## src/rtl/ntt_pkg.sv

```systemverilog
// Shared types and default sizes for the NTT job scheduler.
package ntt_pkg;

  localparam int unsigned DataWidth = 16;
  localparam int unsigned NumLanes  = 16;
  // Bit width of one lane slice: lane k lives at [k*LaneWidth +: LaneWidth].
  localparam int unsigned LaneWidth = DataWidth;
  localparam int unsigned BusWidth  = NumLanes * LaneWidth;

  typedef enum logic [1:0] {
    StIdle,
    StIssue,
    StWait,
    StResp
  } state_e;

endpackage

```

## src/rtl/ntt_sched_if.sv

```systemverilog
// Requester, core and response signals for the NTT scheduler.
interface ntt_sched_if #(
  parameter int unsigned DATA_WIDTH = ntt_pkg::DataWidth,
  parameter int unsigned N          = ntt_pkg::NumLanes
);
  localparam int unsigned BusW = N * DATA_WIDTH;

  logic            req0_valid, req1_valid;
  logic            req0_ready, req1_ready;
  logic            req0_inv, req1_inv;
  logic [BusW-1:0] req0_data, req1_data;
  logic            core_load, core_inv;
  logic [BusW-1:0] core_din, core_dout;
  logic            rsp_valid, rsp_ready, rsp_id, rsp_inv;
  logic [BusW-1:0] rsp_data;
  logic            busy;

  // Scheduler side.
  modport master (
    input  req0_valid, req1_valid, req0_inv, req1_inv, req0_data, req1_data,
    input  core_dout, rsp_ready,
    output req0_ready, req1_ready, core_load, core_inv, core_din,
    output rsp_valid, rsp_id, rsp_inv, rsp_data, busy
  );

  // Requester / core / consumer side.
  modport slave (
    output req0_valid, req1_valid, req0_inv, req1_inv, req0_data, req1_data,
    output core_dout, rsp_ready,
    input  req0_ready, req1_ready, core_load, core_inv, core_din,
    input  rsp_valid, rsp_id, rsp_inv, rsp_data, busy
  );
endinterface

```

## src/rtl/rr_arb2.sv

```systemverilog
// Two-requester round-robin arbiter; pointer remembers the last accepted grant.
module rr_arb2 (
  input  logic       clk_i,
  input  logic       rst_i,
  input  logic [1:0] req_i,
  input  logic       en_i,
  output logic [1:0] gnt_o
);
  logic last_q;  // 1 = requester 1 was granted last

  // One-hot grant; on contention the requester not granted last wins.
  always_comb begin
    gnt_o = 2'b00;
    if (en_i) begin
      case (req_i)
        2'b01:   gnt_o = 2'b01;
        2'b10:   gnt_o = 2'b10;
        2'b11:   gnt_o = last_q ? 2'b01 : 2'b10;
        default: gnt_o = 2'b00;
      endcase
    end
  end

  // Pointer moves only when a grant is actually taken.
  always_ff @(posedge clk_i) begin
    if (rst_i) begin
      last_q <= 1'b1;
    end else if (|gnt_o) begin
      last_q <= gnt_o[1];
    end
  end
endmodule

```

## src/rtl/ntt_sched.sv

```systemverilog
// Schedules jobs from two requesters onto one shared NTT core, one at a time.
module ntt_sched
  import ntt_pkg::*;
#(
  parameter int unsigned DATA_WIDTH = DataWidth,
  parameter int unsigned N          = NumLanes,
  parameter int unsigned CORE_LAT   = 2
) (
  input  logic        clk,
  input  logic        rst,
  ntt_sched_if.master bus
);
  localparam int unsigned BusW = N * DATA_WIDTH;

  state_e          state_q;
  logic [3:0]      cnt_q;
  logic [BusW-1:0] job_data_q, rsp_data_q;
  logic            job_inv_q, job_id_q;
  logic            rsp_valid_q, rsp_id_q, rsp_inv_q, core_load_q, busy_q;

  logic [1:0] req, gnt;
  logic       arb_en, accept, win_id;

  assign req    = {bus.req1_valid, bus.req0_valid};
  assign arb_en = (state_q == StIdle) && !rst;

  rr_arb2 u_arb (
    .clk_i (clk),
    .rst_i (rst),
    .req_i (req),
    .en_i  (arb_en),
    .gnt_o (gnt)
  );

  assign accept = |gnt;
  assign win_id = gnt[1];

  assign bus.req0_ready = gnt[0];
  assign bus.req1_ready = gnt[1];
  assign bus.core_load  = core_load_q;
  assign bus.core_inv   = job_inv_q;
  assign bus.core_din   = job_data_q;
  assign bus.rsp_valid  = rsp_valid_q;
  assign bus.rsp_id     = rsp_id_q;
  assign bus.rsp_inv    = rsp_inv_q;
  assign bus.rsp_data   = rsp_data_q;
  assign bus.busy       = busy_q;

  // Job FSM with registered outputs; latched job drives the core until the next accept.
  always_ff @(posedge clk) begin
    if (rst) begin
      state_q     <= StIdle;
      cnt_q       <= '0;
      job_data_q  <= '0;
      job_inv_q   <= 1'b0;
      job_id_q    <= 1'b0;
      rsp_data_q  <= '0;
      rsp_valid_q <= 1'b0;
      rsp_id_q    <= 1'b0;
      rsp_inv_q   <= 1'b0;
      core_load_q <= 1'b0;
      busy_q      <= 1'b0;
    end else begin
      core_load_q <= 1'b0;
      unique case (state_q)
        StIdle: begin
          if (accept) begin
            job_data_q  <= win_id ? bus.req1_data : bus.req0_data;
            job_inv_q   <= win_id ? bus.req1_inv : bus.req0_inv;
            job_id_q    <= win_id;
            core_load_q <= 1'b1;
            busy_q      <= 1'b1;
            state_q     <= StIssue;
          end
        end
        StIssue: begin
          cnt_q   <= 4'(CORE_LAT - 1);
          state_q <= StWait;
        end
        StWait: begin
          if (cnt_q == 4'd0) begin
            rsp_data_q  <= bus.core_dout;
            rsp_id_q    <= job_id_q;
            rsp_inv_q   <= job_inv_q;
            rsp_valid_q <= 1'b1;
            state_q     <= StResp;
          end else begin
            cnt_q <= cnt_q - 4'd1;
          end
        end
        StResp: begin
          // Return to IDLE only; no accept in the handshake cycle.
          if (bus.rsp_ready) begin
            rsp_valid_q <= 1'b0;
            busy_q      <= 1'b0;
            state_q     <= StIdle;
          end
        end
        default: state_q <= StIdle;
      endcase
    end
  end
endmodule

```

## src/flat_wrapper.sv

```systemverilog
// flat-port wrapper written by rule: the top's interface ports become plain ports
module ntt_sched_flat import ntt_pkg::*;
#(
  parameter int unsigned DATA_WIDTH = DataWidth,
  parameter int unsigned N          = NumLanes,
  parameter int unsigned CORE_LAT   = 2
)
  (clk, rst, bus_req0_valid, bus_req1_valid, bus_req0_inv, bus_req1_inv, bus_req0_data, bus_req1_data, bus_core_dout, bus_rsp_ready, bus_req0_ready, bus_req1_ready, bus_core_load, bus_core_inv, bus_core_din, bus_rsp_valid, bus_rsp_id, bus_rsp_inv, bus_rsp_data, bus_busy);
  ntt_sched_if #(.DATA_WIDTH(DATA_WIDTH), .N(N)) bus_i ();
  input  logic clk;
  input  logic rst;
  input wire logic [$bits(bus_i.req0_valid)-1:0] bus_req0_valid;
  input wire logic [$bits(bus_i.req1_valid)-1:0] bus_req1_valid;
  input wire logic [$bits(bus_i.req0_inv)-1:0] bus_req0_inv;
  input wire logic [$bits(bus_i.req1_inv)-1:0] bus_req1_inv;
  input wire logic [$bits(bus_i.req0_data)-1:0] bus_req0_data;
  input wire logic [$bits(bus_i.req1_data)-1:0] bus_req1_data;
  input wire logic [$bits(bus_i.core_dout)-1:0] bus_core_dout;
  input wire logic [$bits(bus_i.rsp_ready)-1:0] bus_rsp_ready;
  output wire logic [$bits(bus_i.req0_ready)-1:0] bus_req0_ready;
  output wire logic [$bits(bus_i.req1_ready)-1:0] bus_req1_ready;
  output wire logic [$bits(bus_i.core_load)-1:0] bus_core_load;
  output wire logic [$bits(bus_i.core_inv)-1:0] bus_core_inv;
  output wire logic [$bits(bus_i.core_din)-1:0] bus_core_din;
  output wire logic [$bits(bus_i.rsp_valid)-1:0] bus_rsp_valid;
  output wire logic [$bits(bus_i.rsp_id)-1:0] bus_rsp_id;
  output wire logic [$bits(bus_i.rsp_inv)-1:0] bus_rsp_inv;
  output wire logic [$bits(bus_i.rsp_data)-1:0] bus_rsp_data;
  output wire logic [$bits(bus_i.busy)-1:0] bus_busy;
  assign bus_i.req0_valid = bus_req0_valid;
  assign bus_i.req1_valid = bus_req1_valid;
  assign bus_i.req0_inv = bus_req0_inv;
  assign bus_i.req1_inv = bus_req1_inv;
  assign bus_i.req0_data = bus_req0_data;
  assign bus_i.req1_data = bus_req1_data;
  assign bus_i.core_dout = bus_core_dout;
  assign bus_i.rsp_ready = bus_rsp_ready;
  assign bus_req0_ready = bus_i.req0_ready;
  assign bus_req1_ready = bus_i.req1_ready;
  assign bus_core_load = bus_i.core_load;
  assign bus_core_inv = bus_i.core_inv;
  assign bus_core_din = bus_i.core_din;
  assign bus_rsp_valid = bus_i.rsp_valid;
  assign bus_rsp_id = bus_i.rsp_id;
  assign bus_rsp_inv = bus_i.rsp_inv;
  assign bus_rsp_data = bus_i.rsp_data;
  assign bus_busy = bus_i.busy;
  ntt_sched #(.DATA_WIDTH(DATA_WIDTH), .N(N), .CORE_LAT(CORE_LAT)) u_core (.clk(clk), .rst(rst), .bus(bus_i));
endmodule
```

## config.mk

```make
export PLATFORM = sky130hd
export DESIGN_NAME = ntt_sched_flat
export DESIGN_NICKNAME = d
export VERILOG_FILES = /design/src/rtl/ntt_pkg.sv /design/src/rtl/ntt_sched_if.sv /design/src/rtl/rr_arb2.sv /design/src/rtl/ntt_sched.sv /design/src/flat_wrapper.sv
export SDC_FILE = /design/constraint.sdc
export NUM_CORES = 1
export LEC_CHECK = 0
export ABC_AREA = 1
export CAP_MARGIN = 20
export CORE_AREA = 2 2 499 501
export CTS_BUF_LIST = sky130_fd_sc_hd__clkbuf_4 sky130_fd_sc_hd__clkbuf_8
export DETAILED_ROUTE_END_ITERATION = 6
export DIE_AREA = 0 0 501 503
export PLACE_DENSITY = 0.3
export SLEW_MARGIN = 25
export SYNTH_ARGS = -nofsm -noshare
export SYNTH_HDL_FRONTEND = slang
export SYNTH_SLANG_ARGS = --single-unit
```

## constraint.sdc

```tcl
create_clock -name clk -period 4.9 [get_ports clk]
set_input_delay 0.98 -clock clk [delete_from_list [all_inputs] [get_ports clk]]
set_output_delay 0.98 -clock clk [all_outputs]
set_load 0.05 [all_outputs]
```

==> results of run 1 <==
-- kinds of logic (layout without fill, tap and decap cells) --
kind of cell             count (synthesis)  in the layout  share of synthesized area
XOR/XNOR                                 1              1                   0.000387
other                                    0             25                          0
AND/OR/NAND/NOR                       1588           1588                      0.279
AO/OA/AOI/OAI                          526            526                      0.116
flip-flops                             526            526                      0.465
adder cells (fa/ha/maj)                  6              6                    0.00331
buffers and inverters                  759           2072                      0.137
-- power breakdown --
| part | switching, mW | internal (mW) | leakage (nW) | total (mW) |
|---|---|---|---|---|
| Combinational | 6.61 | 2.99 | 12.4 | 9.60 |
| Sequential | 0.531 | 5.23 | 4.31 | 5.76 |
| Clock | 2.45 | 3.04 | 1.33 | 5.50 |
-- registers in the layout (all words and copies together), names as in the netlist --
signal                count
u_core.u_arb.last_q       1
u_core.cnt_q              4
u_core.bus.rsp_id         1
u_core.state_q            2
u_core.bus.core_load      1
u_core.job_id_q           1
u_core.bus.rsp_data     256
u_core.bus.rsp_valid      1
u_core.bus.busy           1
u_core.bus.core_inv       1
u_core.bus.core_din     256
u_core.bus.rsp_inv        1
-- per-stage QoR --
stage,worst slack [ps],power [mW]
2_1_floorplan,1790,11.5
3_3_place_gp,1230,15.7
3_5_place_dp,1210,15.6
4_1_cts,1110,21.5
5_1_grt,1040,22.2
6_report,1360,20.9
-- layer usage --
metal | vias up | part of all wire | global-route usage
li1 | 12900 | - | -
met2 | 1085 | 0.51 | 0.230
met4 | 100 | 0.026 | 0.0320
met3 | 326 | 0.11 | 0.0672
met5 | - | 0.0037 | 0
met1 | 11800 | 0.35 | 0.122
-- worst reg2reg max path, stage by stage (launching register included) --
cell and delay, ps:
dfxtp_1 340, inv_1 120, ha_1 360, nand3_4 580, inv_8 780, buf_4 540
nand2_1 230, a21oi_1 170
-- worst paths after layout --
check                                                              to  slack, ps  cells after the start
worst max-delay path                                   bus_req0_ready       1360                      5
worst min-delay path            u_core.bus.rsp_data[238]$_SDFFE_PP0P_        460                      2
worst max register to register   u_core.bus.rsp_data[36]$_SDFFE_PP0P_       1710                      7
worst min register to register  u_core.bus.rsp_data[238]$_SDFFE_PP0P_        460                      2
-- area by class of cell --
cell class / count / area, um2 / share of cell area
diodes: 25 / 62.6 / 0.00150
clock inverters: 13 / 165 / 0.00397
well taps: 3237 / 4050 / 0.0974
repair buffers: 1336 / 13400 / 0.322
inverters: 531 / 2020 / 0.0485
multi-input cells: 2121 / 9060 / 0.218
clock buffers: 192 / 2330 / 0.0560
flip-flops and latches: 526 / 10500 / 0.253
-- layout by cell type, fill, tap and decap left out, types with 2 or more instances in the layout --
master	n
buf_2	2
nand2_1	1305
nand3_1	265
dfxtp_1	526
nor2_1	11
a21oi_1	265
clkinv_2	5
clkbuf_4	50
clkbuf_8	142
clkdlybuf4s50_1	1288
o21ai_0	260
buf_12	10
or2_2	2
ha_1	6
diode_2	25
inv_1	528
inv_8	4
buf_4	35
==> summary.md, run 1 <==
| Metric | Value |
|---|---|
| CP Cell Sequence | `buf_8 -> inv_8 -> nand3_1 -> a21oi_1 -> buf_4` |
| Slew margin rel. | `0.306` |
| Status | `finished clean` |
| DIE WIDTH | `501 um` |
| Number of remaining DRC errors | `0` |
| Hold Buf Count CTS | `0` |
| Final Hold Fails | `0` |
| Setup Buffers After CTS | `0` |
| Syn Area/Cell | `6.65 um2` |
| Yosys cell types | `22` |
| EDFF count, synth | `0` |
| Most common cell in the synthesized netlist | `nand2_1` |
| Chip height | `503 um` |
| Setup tns final | `0 ps` |
| Initial Util | `0.0917` |
| CP max stage delay | `380 ps` |
| CP top delay family | `buffers and inverters` |
| Vias in the first global route | `26300` |
| Non-filler cells in the finished layout | `7981` |
| Placed Cells incl. Taps | `7751` |
| Crit Reg-Reg Startpoint | `u_core.state_q[0]$_SDFFE_PP0P_` |
| Crit path launch | `rst` |
| Unrepaired setup endpoints after global routing | `false` |
| Leading cell types by total area after synthesis | `dfxtp_1, nand2_1, inv_1, a21oi_1, nand3_1` |
| Smallest hold slack | `463 ps` |
| Root Buffer | `clkbuf_8` |
| Post-synthesis sequential area ratio | `0.465` |
| Total track usage | `0.126` |
| Crit path buf inv count | `3` |
| Pin count of the biggest net entering global routing | `121` |
| DP Area | `0.0390 mm2` |
| Yosys top cell by area | `dfxtp_1` |
| Fmax | `282 MHz` |
| Max_cap viols | `0` |
| CP Max Fanout | `52` |
| # resized after CTS | `0` |
| Final Wtd Congestion | `0.811` |
| Worst Tran Pin Value | `1040 ps` |
| Clk slew on worst S/H paths | `50 ps` |
| Level count of the clock H-tree | `3` |
| Leak | `18.0 nW` |
| Final net count | `5417` |
| Initial DRC Count | `1054` |
| Max-slew violation count | `0` |
| Routed wire per std cell | `20.8 um` |
| GRT Residual Overflow | `0` |
| Worst hold path type | `register to register` |
| Min Tclk post-route | `3540 ps` |
| Crit path required time | `3920 ps` |
| Worst Path Arrival | `2560 ps` |
| HPWL after detailed placement | `129000 um` |
| Fin util | `0.168` |
| Synth cell count leaders | `nand2_1, inv_1, dfxtp_1` |
| Setup Viol. Count Final | `0` |
| # fillers | `28200` |
| Clock tree buffer depth | `3` |
| Clock sinks | `526` |
| Period utilization | `0.723` |
| Clock skew | `85.9 ps` |
| Boundary Pins | `1295` |
| CTS tree | `built` |
| Share of layout cells above drive strength 1 | `0.0555` |
| Synth top area share | `0.465` |
| Critical Path Source Type | `input port` |
| Wirelength, routed | `166000 um` |
| Slowest stage cell, crit path | `a21oi_1` |
| Final ANT Viol Nets | `0` |
| Initial antenna violation count | `103` |
| Core footprint | `0.247 mm2` |
| Hold Path Origin | `u_core.bus.rsp_data[238]$_SDFFE_PP0P_` |
| Global-route wire length before repair | `222000 um` |
| 1st-pass router iterations | `5` |
| IO Port Bufs | `1294` |
| Post-synthesis cell count | `3406` |
| Die area | `0.252 mm2` |
| Std-Cell Rows | `183` |
| Via density | `3.28` |
| Netlist Area Pre-Place | `0.0227 mm2` |
| Syn. warnings | `0` |
| Crit end category | `output port` |
| Seq cells post-synth | `526` |
| Critical path class | `input port to output port` |
| Syn Nets | `4187` |
| Final instance area | `0.0416 mm2` |
| Area Growth Syn to Fin | `83.5%` |
| Ys flop type | `dfxtp_1` |
| CTS buffer count | `120` |
| Worst skew pair latency | `870 ps` |
| Routed vias | `26200` |
| Max VDD drop | `202 uV` |
| Pwr Density | `501 mW/mm2` |
| Ys async rst share | `0` |
Power figures use the tool's default switching activity.
==> inputs of run 2 (changes only) <==
--- a/config.mk
+++ b/config.mk
@@ -7,10 +7,10 @@
 export LEC_CHECK = 0
 export ABC_AREA = 1
 export CAP_MARGIN = 20
-export CORE_AREA = 2 2 499 501
+export CORE_AREA = 2 2 502 504
 export CTS_BUF_LIST = sky130_fd_sc_hd__clkbuf_4 sky130_fd_sc_hd__clkbuf_8
 export DETAILED_ROUTE_END_ITERATION = 6
-export DIE_AREA = 0 0 501 503
+export DIE_AREA = 0 0 504 506
 export PLACE_DENSITY = 0.3
 export SLEW_MARGIN = 25
 export SYNTH_ARGS = -nofsm -noshare
==> constraint.sdc (replaced) <==
create_clock -name clk -period 3.5 [get_ports clk]
set_input_delay 0.7 -clock clk [delete_from_list [all_inputs] [get_ports clk]]
set_output_delay 0.7 -clock clk [all_outputs]
set_load 0.05 [all_outputs]
==> run 2 against run 1 <==
  * Hold slack worse by 230 ps
  * Global-route usage is 0.070 points lower
  * Core utilization rose by 0.053 points
  * Die area increased by 1.2%
  * Sequential power is 40% higher
  * Largest power group unchanged
  * Highest routed layer unchanged
==> summary.md, run 2 (synthesis results as in run 1) <==
| Metric | Value |
|---|---|
| 1st-pass router iterations | `5` |
| Sw Pwr | `13.6 mW` |
| Std-Cell Rows | `184` |
| Fmax | `307 MHz` |
| Clock tree buffer depth | `3` |
| Final Wtd Congestion | `0.851` |
| Setup tns final | `0 ps` |
| CP max stage delay | `340 ps` |
| Clock power share | `0.278` |
| Final ANT Viol Nets | `0` |
| Worst hold path type | `input port to register` |
| Smallest hold slack | `236 ps` |
| Crit end category | `output port` |
| Initial DRC Count | `1168` |
| Final net count | `5437` |
| Most common cell after layout, fill and taps aside | `nand2_1` |
| Initial Util | `0.0906` |
| Initial antenna violation count | `98` |
| Setup Viol. Count Final | `0` |
| Worst Tran Pin Value | `1060 ps` |
| Die area | `0.255 mm2` |
| Max_cap viols | `0` |
| Switching share of power | `0.454` |
| DIE WIDTH | `504 um` |
| Worst skew pair latency | `900 ps` |
| Global-route wire length before repair | `224000 um` |
| Clock sinks | `526` |
| Unrepaired setup endpoints after global routing | `false` |
| CP Max Fanout | `16` |
| Total track usage | `0.125` |
| Share of layout cells above drive strength 1 | `0.0635` |
| Crit path buf inv count | `3` |
| Leak | `18.3 nW` |
| Level count of the clock H-tree | `3` |
| Clock skew | `60.5 ps` |
| Crit path required time | `2800 ps` |
| Final Hold Fails | `0` |
| Max-slew violation count | `0` |
| Critical path class | `register to output port` |
| Int Power | `16.3 mW` |
| Routed vias | `26300` |
| Pwr Density | `707 mW/mm2` |
| Critical Path Source Type | `register` |
| Slew margin rel. | `0.290` |
| Wirelength, routed | `165000 um` |
| Combinational Power Share | `0.452` |
| Core footprint | `0.250 mm2` |
| Area Growth Syn to Fin | `86.3%` |
| Setup Buffers After CTS | `0` |
| Chip height | `506 um` |
| Number of remaining DRC errors | `0` |
| Routed wire per std cell | `20.4 um` |
| Max VDD drop | `276 uV` |
| Slowest stage cell, crit path | `dfxtp_1` |
| Min Tclk post-route | `3260 ps` |
| IO Port Bufs | `1294` |
| Period utilization | `0.932` |
| Vias in the first global route | `26500` |
| CTS buffer count | `120` |
| Status | `finished clean` |
| Post-Place Setup Slack | `674 ps` |
| Post-layout worst setup margin | `238 ps` |
| Seq pwr share | `0.270` |
| CP Cell Sequence | `inv_1 -> ha_2 -> nand3_2 -> nor2_4 -> buf_12 -> buf_12` |
| CP top delay family | `buffers and inverters` |
| GRT Residual Overflow | `0` |
| CTS tree | `built` |
| Worst Path Arrival | `2560 ps` |
| Worst path most repeated cell | `buf_12` |
| HPWL after detailed placement | `129000 um` |
| Via density | `3.24` |
| Root Buffer | `clkbuf_8` |
| Clk slew on worst S/H paths | `60 ps` |
| Most frequent cells in the layout | `nand2_1, clkdlybuf4s50_1, inv_1` |
| Pin count of the biggest net entering global routing | `152` |
| Boundary Pins | `1295` |
-- run 2: layer usage --
metal / routed length (um) / global-route usage
met3: 18000 / 0.0618
met1: 59200 / 0.125
met4: 4290 / 0.0351
met2: 83400 / 0.227
met5: 533 / 0
-- run 2: what timing repair did --
item / CTS / global route
resized for setup: 1 / 0
setup endpoints to repair: 2 / 0
hold buffers: 0 / 0
-- run 2: final cells by class --
class / instances / area [um2]
Timing Repair Buffer: 1356 / 13600
Inverter: 531 / 2020
Clock buffer: 182 / 2330
Fill cell: 28600 / 208000
Antenna cell: 21 / 52.6
Tap cell: 3348 / 4190
Multi-Input combinational cell: 2121 / 9060
Clock inverter: 38 / 420
Sequential cell: 526 / 10500
-- run 2: final timing paths --
check	start	to	slack [ps]	cells past startpoint
max reg2reg	u_core.state_q[0]$_SDFFE_PP0P_	u_core.bus.core_din[60]$_SDFFE_PP0P_	1110	11
max	u_core.state_q[0]$_SDFFE_PP0P_	bus_req1_ready	240	6
min reg2reg	u_core.bus.rsp_data[103]$_SDFFE_PP0P_	u_core.bus.rsp_data[103]$_SDFFE_PP0P_	460	2
min	rst	u_core.cnt_q[3]$_SDFFE_PP0P_	240	4
-- run 2: tightest hold or removal path, stage by stage --
cell and delay (ps):
buf_8 120, inv_8 80, o21ai_0 110, nor2_1 40
-- run 2: power by group through the flow --
| stage | combinational [mW] | clock (mW) | sequential (mW) |
|---|---|---|---|
| finish | 13.5 | 8.31 | 8.06 |
| global route | 14.5 | 9.02 | 8.23 |
| CTS | 13.8 | 8.83 | 8.08 |
| detailed placement | 13.8 | 0 | 8.18 |
| global placement | 13.8 | 0 | 8.16 |
| floorplan | 3.65 | 0 | 12.4 |
-- run 2: metrics by stage --
step	power, mW	util	instances	cell area [um2]
floorplan	16.1	-	3406	22700
global placement	22.0	0.158	7882	39400
detailed placement	22.0	0.158	7882	39400
CTS	30.8	0.169	8102	42200
global route	31.8	0.169	8106	42200
finish	29.9	0.169	8123	42200
==> inputs of run 3 (changes only) <==
--- a/config.mk
+++ b/config.mk
@@ -7,10 +7,10 @@
 export LEC_CHECK = 0
 export ABC_AREA = 1
 export CAP_MARGIN = 20
-export CORE_AREA = 2 2 502 504
+export CORE_AREA = 3 3 503 505
 export CTS_BUF_LIST = sky130_fd_sc_hd__clkbuf_4 sky130_fd_sc_hd__clkbuf_8
 export DETAILED_ROUTE_END_ITERATION = 6
-export DIE_AREA = 0 0 504 506
+export DIE_AREA = 0 0 506 508
 export PLACE_DENSITY = 0.3
 export SLEW_MARGIN = 25
 export SYNTH_ARGS = -nofsm -noshare
==> run 3 against run 2 <==
  * Count of clock-buffer cells in the layout rose by 8
  * Final area hardly changed
  * Die area is 0.79% higher
  * First-iteration DRC count is 4.2% lower
  * Global-route usage about the same
  * Sequential power about the same
  * Register-to-register slack lost 320 ps
  * Core utilization up 0.077 points
  * Sequential share of layout area barely moved
  * Clock skew increased by 13 ps
  * Worst setup slack better by 13 ps
  * Maximum frequency up 0.41%
  * Largest cell class unchanged
==> summary.md, run 3 (synthesis results as in run 1) <==
| Metric | Value |
|---|---|
| DIE WIDTH | `506 um` |
| Hold Path Origin | `bus_core_dout[105]` |
| # fillers | `28600` |
| 1st-pass router iterations | `5` |
| Final instance area | `0.0422 mm2` |
| Initial DRC Count | `1119` |
| GRT Residual Overflow | `0` |
| CTS buffer count | `119` |
| Final Hold Fails | `0` |
| Min Tclk post-route | `3250 ps` |
| IO Port Bufs | `1294` |
| Routed vias | `26300` |
| Number of remaining DRC errors | `0` |
| Non-filler cells in the finished layout | `8107` |
| Worst Tran Pin Value | `1020 ps` |
| Crit end category | `output port` |
| Area Growth Syn to Fin | `86.1%` |
| FF-to-FF setup slack | `790 ps` |
| CTS tree | `built` |
| Leak | `18.2 nW` |
| CP Max Fanout | `39` |
| Worst skew pair latency | `860 ps` |
| Unrepaired setup endpoints after global routing | `false` |
| Clock tree buffer depth | `3` |
| Critical path class | `input port to output port` |
| Critical Path Source Type | `input port` |
| Vias in the first global route | `26700` |
| Level count of the clock H-tree | `3` |
| Most common cell after layout, fill and taps aside | `nand2_1` |
| Core footprint | `0.249 mm2` |
| Reg2reg end | `u_core.bus.rsp_data[254]$_SDFFE_PP0P_` |
| Max-slew violation count | `0` |
| Period utilization | `0.928` |
| FF/Latch Area | `0.0105 mm2` |
| Die area | `0.257 mm2` |
| Hold EP | `u_core.bus.rsp_data[105]$_SDFFE_PP0P_` |
| Share of layout cells above drive strength 1 | `0.0607` |
| Post-Place Setup Slack | `577 ps` |
| Multi-input logic area | `0.00906 mm2` |
| Fin util | `0.170` |
| Boundary Pins | `1295` |
| Most frequent cells in the layout | `nand2_1, clkdlybuf4s50_1, inv_1` |
| Clock skew | `73.3 ps` |
| Final ANT Viol Nets | `0` |
| Pwr Density | `703 mW/mm2` |
| Final net count | `5436` |
| Global-route wire length before repair | `225000 um` |
| Placed Cells incl. Taps | `7861` |
| Max_cap viols | `0` |
| Std-Cell Rows | `183` |
| Final Wtd Congestion | `0.839` |
| Pin count of the biggest net entering global routing | `136` |
| Crit path launch | `rst` |
| Routed wire per std cell | `20.6 um` |
| Clock sinks | `526` |
| Chip height | `508 um` |
| Slew margin rel. | `0.317` |
| Register-to-Register Path Depth | `7` |
| Post-layout worst setup margin | `251 ps` |
| Worst Hold Path Cells | `3` |
| Total track usage | `0.125` |
| Worst Path Arrival | `2550 ps` |
| Initial antenna violation count | `102` |
| Via density | `3.25` |
| Max VDD drop | `288 uV` |
| Power Total | `29.7 mW` |
| Clk slew on worst S/H paths | `60 ps` |
| DP Area | `0.0394 mm2` |
| Initial Util | `0.0911` |
| Status | `finished clean` |
| Worst hold path type | `input port to register` |
| HPWL after detailed placement | `131000 um` |
| Crit Reg-Reg Startpoint | `u_core.state_q[0]$_SDFFE_PP0P_` |
| Crit path required time | `2800 ps` |
| Fmax | `308 MHz` |
| Root Buffer | `clkbuf_8` |
| Wirelength, routed | `167000 um` |
| Smallest hold slack | `389 ps` |
| Setup Viol. Count Final | `0` |
| Setup tns final | `0 ps` |
run 3: cell types whose count changed in the layout (fill, tap and decap cells not counted), moves of 4 or more:
cell	change
clkbuf_8	-6
clkinv_2	-18
buf_12	+4
buf_4	-6
diode_2	+13
clkbuf_4	+14
run 3: how the worst max path moves through the flow:
stage / cells after the start / end
6_report: 7 / bus_req1_ready
5_1_grt: 6 / bus_req1_ready
4_1_cts: 6 / bus_req1_ready
3_5_place_dp: 8 / u_core.bus.core_din[21]$_SDFFE_PP0P_
3_3_place_gp: 7 / u_core.bus.core_din[21]$_SDFFE_PP0P_
2_1_floorplan: 4 / bus_req0_ready
run 3: layout make-up:
type                            count  area share
Timing Repair Buffer             1356       0.324
Sequential cell                   526       0.250
Multi-Input combinational cell   2121       0.215
Tap cell                         3330      0.0988
Clock buffer                      190      0.0558
Inverter                          531      0.0478
Clock inverter                     19     0.00706
Antenna cell                       34     0.00202
run 3: critical path: stages:
cell	delay, ps
dlygate4sd3_1	570
buf_8	160
inv_8	210
nand3_2	240
nor2_4	210
buf_12	220
buf_12	170
run 3: timing repair:
item                                   in CTS  in global routing
buffers inserted                            0                  2
resized for setup                           0                  0
hold buffers                                1                  0
endpoints found under the hold margin       2                  0
setup endpoints to repair                   0                  1
run 3: layer usage:
metal / vias to the layer above / GRT usage / wire [um]
met5: - / 0 / 579
met4: 92 / 0.0433 / 5040
met3: 304 / 0.0624 / 18200
met2: 1096 / 0.221 / 83200
met1: 11900 / 0.126 / 60200
li1: 13000 / - / -
run 3: report_power, final:
part / leakage (nW) / switching (mW) / internal (mW)
Combinational: 12.5 / 9.29 / 4.30
Sequential: 4.31 / 0.726 / 7.32
Clock: 1.41 / 3.41 / 4.62
